**src/rtl/falcon_pkg.sv**
```systemverilog
// Shared constants, FSM state type and lane helper for the keygen SHAKE256
// squeeze path feeding the Gaussian sampler.
package falcon_pkg;

  localparam int unsigned LANE_W      = 64;
  localparam int unsigned RATE_WORDS  = 17;
  localparam int unsigned TOTAL_PAIRS = 1024;
  localparam int unsigned RATE_BITS   = RATE_WORDS * LANE_W;
  localparam int unsigned STATE_BITS  = 1600;

  typedef enum logic [1:0] {
    S_IDLE,
    S_SERVE,
    S_WAIT
  } feed_state_e;

  // Out-of-range indices return zero instead of slicing past the rate portion.
  function automatic logic [LANE_W-1:0] lane_extract(input logic [RATE_BITS-1:0] blk,
                                                     input logic [4:0]           idx);
    logic [LANE_W-1:0] w;
    w = '0;
    for (int unsigned i = 0; i < RATE_WORDS; i++) begin
      if (idx == 5'(i)) w = blk[LANE_W*i +: LANE_W];
    end
    return w;
  endfunction

endpackage

```
**src/rtl/shake_gauss_feeder_pair_out_reg.sv**
```systemverilog
// 128-bit valid/ready output register; holds its contents while stalled.
module pair_out_reg
  import falcon_pkg::*;
(
  input  logic              clk,
  input  logic              rst,
  input  logic              in_valid,
  output logic              in_ready,
  input  logic [LANE_W-1:0] in_r1,
  input  logic [LANE_W-1:0] in_r2,
  output logic              out_valid,
  input  logic              out_ready,
  output logic [LANE_W-1:0] out_r1,
  output logic [LANE_W-1:0] out_r2
);

  logic                valid_q, valid_d;
  logic [2*LANE_W-1:0] data_q, data_d;

  always_comb begin
    in_ready = !valid_q || out_ready;
    valid_d  = valid_q;
    data_d   = data_q;
    if (in_ready) begin
      valid_d = in_valid;
      if (in_valid) data_d = {in_r1, in_r2};
    end
  end

  always_ff @(posedge clk) begin
    if (rst) begin
      valid_q <= 1'b0;
      data_q  <= '0;
    end else begin
      valid_q <= valid_d;
      data_q  <= data_d;
    end
  end

  assign out_valid = valid_q;
  assign out_r1    = data_q[2*LANE_W-1:LANE_W];
  assign out_r2    = data_q[LANE_W-1:0];

endmodule

```
**src/rtl/shake_gauss_feeder.sv**
```systemverilog
// SHAKE256 squeeze-side word server: turns Keccak rate blocks into (r1, r2)
// word pairs for the Gaussian sampler, requesting permutations on demand.
module shake_gauss_feeder
  import falcon_pkg::*;
#(
  parameter int unsigned LOGN = 9
) (
  input  logic                  clk,
  input  logic                  rst,
  input  logic                  start,
  input  logic [STATE_BITS-1:0] state_in,
  output logic                  perm_req,
  input  logic                  perm_done,
  output logic                  r_valid,
  input  logic                  r_ready,
  output logic [LANE_W-1:0]     r1,
  output logic [LANE_W-1:0]     r2,
  output logic                  busy,
  output logic                  done
);

  localparam int unsigned N_COEF    = 1 << LOGN;
  localparam int unsigned RUN_PAIRS = N_COEF * (TOTAL_PAIRS / N_COEF);
  localparam logic [10:0] RUN_PAIRS_W = 11'(RUN_PAIRS);
  localparam logic [10:0] LAST_PAIR   = 11'(RUN_PAIRS - 1);

  feed_state_e          state_q, state_d;
  logic [RATE_BITS-1:0] buf_q, buf_d;
  logic [4:0]           widx_q, widx_d;
  logic [LANE_W-1:0]    hold_q, hold_d;
  logic                 hold_v_q, hold_v_d;
  logic [10:0]          hs_cnt_q, hs_cnt_d;
  logic [10:0]          iss_cnt_q, iss_cnt_d;
  logic                 perm_req_q, perm_req_d;
  logic                 done_q, done_d;

  logic                 pv, p_ready;
  logic [LANE_W-1:0]    pr1, pr2;
  logic [4:0]           words_left;
  logic                 unused_state_hi;

  assign unused_state_hi = ^state_in[STATE_BITS-1:RATE_BITS];

  always_comb begin
    state_d    = state_q;
    buf_d      = buf_q;
    widx_d     = widx_q;
    hold_d     = hold_q;
    hold_v_d   = hold_v_q;
    hs_cnt_d   = hs_cnt_q;
    iss_cnt_d  = iss_cnt_q;
    perm_req_d = 1'b0;
    done_d     = 1'b0;
    pv         = 1'b0;
    pr1        = '0;
    pr2        = '0;
    words_left = 5'(RATE_WORDS) - widx_q;

    case (state_q)
      S_IDLE: begin
        if (start) begin
          buf_d     = state_in[RATE_BITS-1:0];
          widx_d    = '0;
          hold_v_d  = 1'b0;
          hs_cnt_d  = '0;
          iss_cnt_d = '0;
          state_d   = S_SERVE;
        end
      end
      S_SERVE: begin
        if (iss_cnt_q != RUN_PAIRS_W) begin
          if (words_left >= 5'd2 || (hold_v_q && words_left != 5'd0)) begin
            if (p_ready) begin
              pv        = 1'b1;
              iss_cnt_d = iss_cnt_q + 11'd1;
              // A held lane from the previous block always leads the pair.
              if (hold_v_q) begin
                pr1      = hold_q;
                pr2      = lane_extract(buf_q, widx_q);
                widx_d   = widx_q + 5'd1;
                hold_v_d = 1'b0;
              end else begin
                pr1    = lane_extract(buf_q, widx_q);
                pr2    = lane_extract(buf_q, widx_q + 5'd1);
                widx_d = widx_q + 5'd2;
              end
            end
          end else begin
            if (words_left != 5'd0) begin
              hold_d   = lane_extract(buf_q, widx_q);
              hold_v_d = 1'b1;
            end
            perm_req_d = 1'b1;
            state_d    = S_WAIT;
          end
        end
      end
      S_WAIT: begin
        if (perm_done) begin
          buf_d   = state_in[RATE_BITS-1:0];
          widx_d  = '0;
          state_d = S_SERVE;
        end
      end
      default: state_d = S_IDLE;
    endcase

    if (r_valid && r_ready) begin
      hs_cnt_d = hs_cnt_q + 11'd1;
      if (hs_cnt_q == LAST_PAIR) begin
        done_d  = 1'b1;
        state_d = S_IDLE;
      end
    end
  end

  always_ff @(posedge clk) begin
    if (rst) begin
      state_q    <= S_IDLE;
      buf_q      <= '0;
      widx_q     <= '0;
      hold_q     <= '0;
      hold_v_q   <= 1'b0;
      hs_cnt_q   <= '0;
      iss_cnt_q  <= '0;
      perm_req_q <= 1'b0;
      done_q     <= 1'b0;
    end else begin
      state_q    <= state_d;
      buf_q      <= buf_d;
      widx_q     <= widx_d;
      hold_q     <= hold_d;
      hold_v_q   <= hold_v_d;
      hs_cnt_q   <= hs_cnt_d;
      iss_cnt_q  <= iss_cnt_d;
      perm_req_q <= perm_req_d;
      done_q     <= done_d;
    end
  end

  pair_out_reg u_out (
    .clk       (clk),
    .rst       (rst),
    .in_valid  (pv),
    .in_ready  (p_ready),
    .in_r1     (pr1),
    .in_r2     (pr2),
    .out_valid (r_valid),
    .out_ready (r_ready),
    .out_r1    (r1),
    .out_r2    (r2)
  );

  assign perm_req = perm_req_q;
  assign done     = done_q;
  assign busy     = (state_q != S_IDLE);

endmodule

```
**config.mk**
```make
export PLATFORM = sky130hd
export DESIGN_NAME = shake_gauss_feeder
export DESIGN_NICKNAME = d
export VERILOG_FILES = /design/src/rtl/falcon_pkg.sv /design/src/rtl/shake_gauss_feeder_pair_out_reg.sv /design/src/rtl/shake_gauss_feeder.sv
export SDC_FILE = /design/constraint.sdc
export NUM_CORES = 2
export LEC_CHECK = 0
export CELL_PAD_IN_SITES_DETAIL_PLACEMENT = 2
export CELL_PAD_IN_SITES_GLOBAL_PLACEMENT = 2
export CORE_AREA = 2 2 671 673
export DETAILED_ROUTE_END_ITERATION = 8
export DIE_AREA = 0 0 673 675
export DONT_BUFFER_PORTS = 1
export MAX_ROUTING_LAYER = met4
export PLACE_DENSITY_LB_ADDON = 0.1
export SKIP_CTS_REPAIR_TIMING = 1
export SLEW_MARGIN = 20
export SYNTH_ARGS = -nofsm -noshare
export SYNTH_HDL_FRONTEND = slang
export SYNTH_SLANG_ARGS = --single-unit
```
**constraint.sdc**
```tcl
create_clock -name clk -period 3.5 [get_ports clk]
set_input_delay 1.05 -clock clk [delete_from_list [all_inputs] [get_ports clk]]
set_output_delay 1.05 -clock clk [all_outputs]
set_load 0.005 [all_outputs]
```
==> results.py <==
metrics = {
    "outcome": {
        "status": "complete, but fails checks",
        "violations": "negative setup slack",
    },
    "sta": {
        "final.setup_skew_ns": 0.0862,
        "tns_ns": -36.25,
        "holdWs_ns": 0.120,
        "fin_crit_sh_pct": 119,
        "max_clock_freq_ghz": 0.240,
        "fin_ws_ns": -0.669,
        "rsz0062_at_grt": "true",
        "slew_viol_final": 0,
        "tightestPinTransition_ns": 1.11,
        "hold_viol": 0,
        "period_needed_ns": 4.17,
        "setup_violations": 161,
        "slew_headroom_pct": 26.3,
    },
    "worst_setup_path": {
        "arrival_ns": 5.02,
        "r2r_slack_ns": -0.67,
        "critPathBufInv": 11,
        "cp_top_family": "compound AO/OA/AOI/OAI gates",
        "required_ns": 4.35,
        "crit_chain": "buf_6, inv_4, buf_6, ha_4, buf_12, buf_12, buf_12, and2_4, buf_12, a222oi_1, o211ai_1, buf_4, a221oi_4, buf_6, o2111ai_4, buf_6, a222oi_1, buf_4, o211ai_1",
        "criticalPathCategory": "reg -> reg",
        "max_stage_delay_ns": 0.59,
        "path_max_fanout": 6,
        "slowest_stage": "a222oi_1",
        "reg2regPathDepth": 19,
        "r2r-end": "u_out.data_q[11]",
        "crit_path_start": "widx_q[0]",
        "end_kind": "register",
        "startpoint_type": "register",
        "r2r-start": "widx_q[0]",
    },
    "route": {
        "drc_errors": 0,
        "wirelength_mm": 877,
        "dr.first_iter.drc_count": 8557,
        "postRouteAntennaNets": 0,
        "viasPerCell": 5.11,
        "dr.pass1.iters": 6,
        "vias": 88201,
        "wl_per_cell_um": 50.9,
    },
    "placed_design": {
        "dpl.hpwl_mm": 737,
        "numPortBuffers": 0,
        "place_ws_ns": -1.83,
        "dp.cells": 16499,
        "gp_congestion": 1.04,
    },
    "logic_synthesis": {
        "yosys-top-cells-area": "dfxtp_1 40%, nand2_1 15%, a21oi_1 12%",
        "synth_simple_gate_area_share_pct": 22.9,
        "synth_flop_cell": "dfxtp_1",
        "synthArstFlopShare_pct": 0,
        "synth_edf_count": 0,
        "ys_warn_count": 0,
        "postSynthNetCount": 10851,
        "netlist_area_mm2": 0.0662,
        "yosysTopAreaCell": "dfxtp_1",
        "synthAdderAreaFrac_pct": 0.227,
        "synthCells": 9234,
        "seq_area_frac_synth_pct": 39.7,
        "syn_avg_cell_area_um2": 7.17,
        "synth_compound_area_share_pct": 30.9,
        "synth_top_family_by_area": "compound AO/OA/AOI/OAI gates",
        "synth_xor_area_share_pct": 0.282,
        "synth.distinct_cells": 113,
        "synth_top_area_share_pct": 39.7,
        "synth-seq-cells": 1313,
        "synthMuxAreaShare_pct": 0.276,
    },
    "clocking": {
        "cts_buffer_depth": 4,
        "h-tree-depth": 4,
        "insertion_delay_ns": 0.99,
        "clock_tree.root_cell": "clkbuf_16",
        "clk_pin_slew_ns": 0.06,
        "cts_tree": "done",
        "cts-buffers-inserted": 185,
        "cts.sinks": 1313,
    },
    "power_and_ir_drop": {
        "ir_drop_uv": 345,
        "p_per_area_mw_per_mm2": 487,
        "p_leak_nw": 41.5,
    },
    "min_path": {
        "hold_path_class": "in -> reg",
        "min_from": "rst",
        "timing.hold.worst_endpoint": "u_out.data_q[109]",
        "whs_path_depth": 1,
    },
    "floorplanning": {
        "core_region_area_mm2": 0.447,
        "rows": 246,
        "dieArea_mm2": 0.454,
        "io_pins": 1737,
        "fp.dieW_um": 673,
        "fp.dieH_um": 675,
        "start_util_pct": 14.8,
    },
    "cells_and_area": {
        "fin_cells": 17244,
        "fillCellCount": 50912,
        "mostFrequentLayoutCell": "nand2_1",
        "mostFrequentLayoutCells": "2,661 x nand2_1, 1,716 x buf_4, 1,467 x a21oi_1",
        "nets": 12691,
        "fin_util_pct": 24.5,
        "syn_to_final_growth_pct": 65.8,
        "drive_gt1_share_pct": 33.6,
    },
    "global_route": {
        "antenna_found_initial": 115,
        "grt_max_degree": 178,
        "grt_pass1_wl_mm": 1060,
        "first_global_vias": 86804,
        "grt_usage_pct": 37.6,
        "grt_overflow": 0,
    },
    "run": {
        "cap_violations": 0,
    },
}
flip-flops by register name (all words and copies together), names as in the netlist:
name / flops
buf_q: 1088
done: 1
hold_q: 64
hold_v_q: 1
hs_cnt_q: 11
iss_cnt_q: 11
perm_req: 1
state_q: 2
u_out.data_q: 128
u_out.out_valid: 1
widx_q: 5
worst max path at each step:
stage	slack [ns]	endpoint	depth (start not counted)
finish	-0.67	u_out.data_q[11]	19
global route	-0.62	u_out.data_q[11]	19
CTS	-1.80	u_out.data_q[28]	19
detailed placement	-1.83	u_out.data_q[28]	19
global placement	-2.45	u_out.data_q[36]	18
floorplan	-0.03	u_out.data_q[35]	19
layout make-up:
| cell class | count | area [um^2] | area share (%) |
|---|---|---|---|
| clock buffer | 264 | 5360 | 4.88 |
| tap | 5952 | 7450 | 6.78 |
| clock inverter | 69 | 873 | 0.796 |
| antenna | 72 | 180 | 0.164 |
| timing repair buffer | 2524 | 26100 | 23.8 |
| sequential | 1313 | 26300 | 24.0 |
| inverter | 34 | 149 | 0.136 |
| multi-input combinational | 7016 | 43300 | 39.5 |
power by group:
part | internal (mW) | total, mW | switching, mW
clock network | 11.7 | 20.3 | 8.62
logic | 5.14 | 14.7 | 9.57
registers | 16.0 | 18.4 | 2.43
metal layers:
layer | global-route usage, % | wire, um | vias to the layer above
met1 | 47.6 | 377000 | 46592
met4 | 20.5 | 68800 | 0
met5 | - | 0 | -
li1 | - | - | 36625
met3 | 4.78 | 48600 | 1170
met2 | 58.0 | 383000 | 3814
worst register-to-register path, cell delays in order (launching register included):
cell and delay, ns:
dfxtp_4 0.36, buf_6 0.13, inv_4 0.05, buf_6 0.11, ha_4 0.17, buf_12 0.14
buf_12 0.14, buf_12 0.13, and2_4 0.16, buf_12 0.14, a222oi_1 0.60, o211ai_1 0.30
buf_4 0.23, a221oi_4 0.22, buf_6 0.19, o2111ai_4 0.13, buf_6 0.18, a222oi_1 0.34
buf_4 0.23, o211ai_1 0.12
synthesized netlist by cell type (all sizes together) (16+ instances only):
| library cell | n |
|---|---|
| and3 | 34 |
| a211oi | 83 |
| o22ai | 180 |
| dfxtp | 1313 |
| nand2b | 23 |
| o32ai | 18 |
| a32oi | 23 |
| o221ai | 116 |
| a21oi | 1598 |
| a221o | 89 |
| o31ai | 28 |
| a2bb2oi | 25 |
| buf | 272 |
| a2111oi | 19 |
| clkbuf | 600 |
| a31oi | 70 |
| nand4 | 25 |
| inv | 33 |
| nand2 | 2723 |
| mux2i | 16 |
| nor3 | 145 |
| o2111ai | 18 |
| or3 | 34 |
| nor4 | 30 |
| nand3 | 86 |
| a22oi | 90 |
| nor2b | 21 |
| o21a | 40 |
| o211ai | 87 |
| and2 | 20 |
| nand3b | 24 |
| o21ai | 465 |
| nor2 | 432 |
| a221oi | 182 |
cell families after synthesis:
family	Yosys count
AND/OR/NAND/NOR	3664
AO/OA/AOI/OAI	3304
flip-flops	1313
buffers and inverters	906
multiplexers	18
XOR/XNOR	17
adder cells (fa/ha/maj)	12
through the flow:
stage          total power, mW  area, um^2
2_1_floorplan             20.7       66200
3_3_place_gp              31.1       90700
3_5_place_dp              31.2       91000
4_1_cts                   51.6       97200
5_1_grt                   54.5      110000
6_report                  53.4      110000
Power figures use the tool's default switching activity.
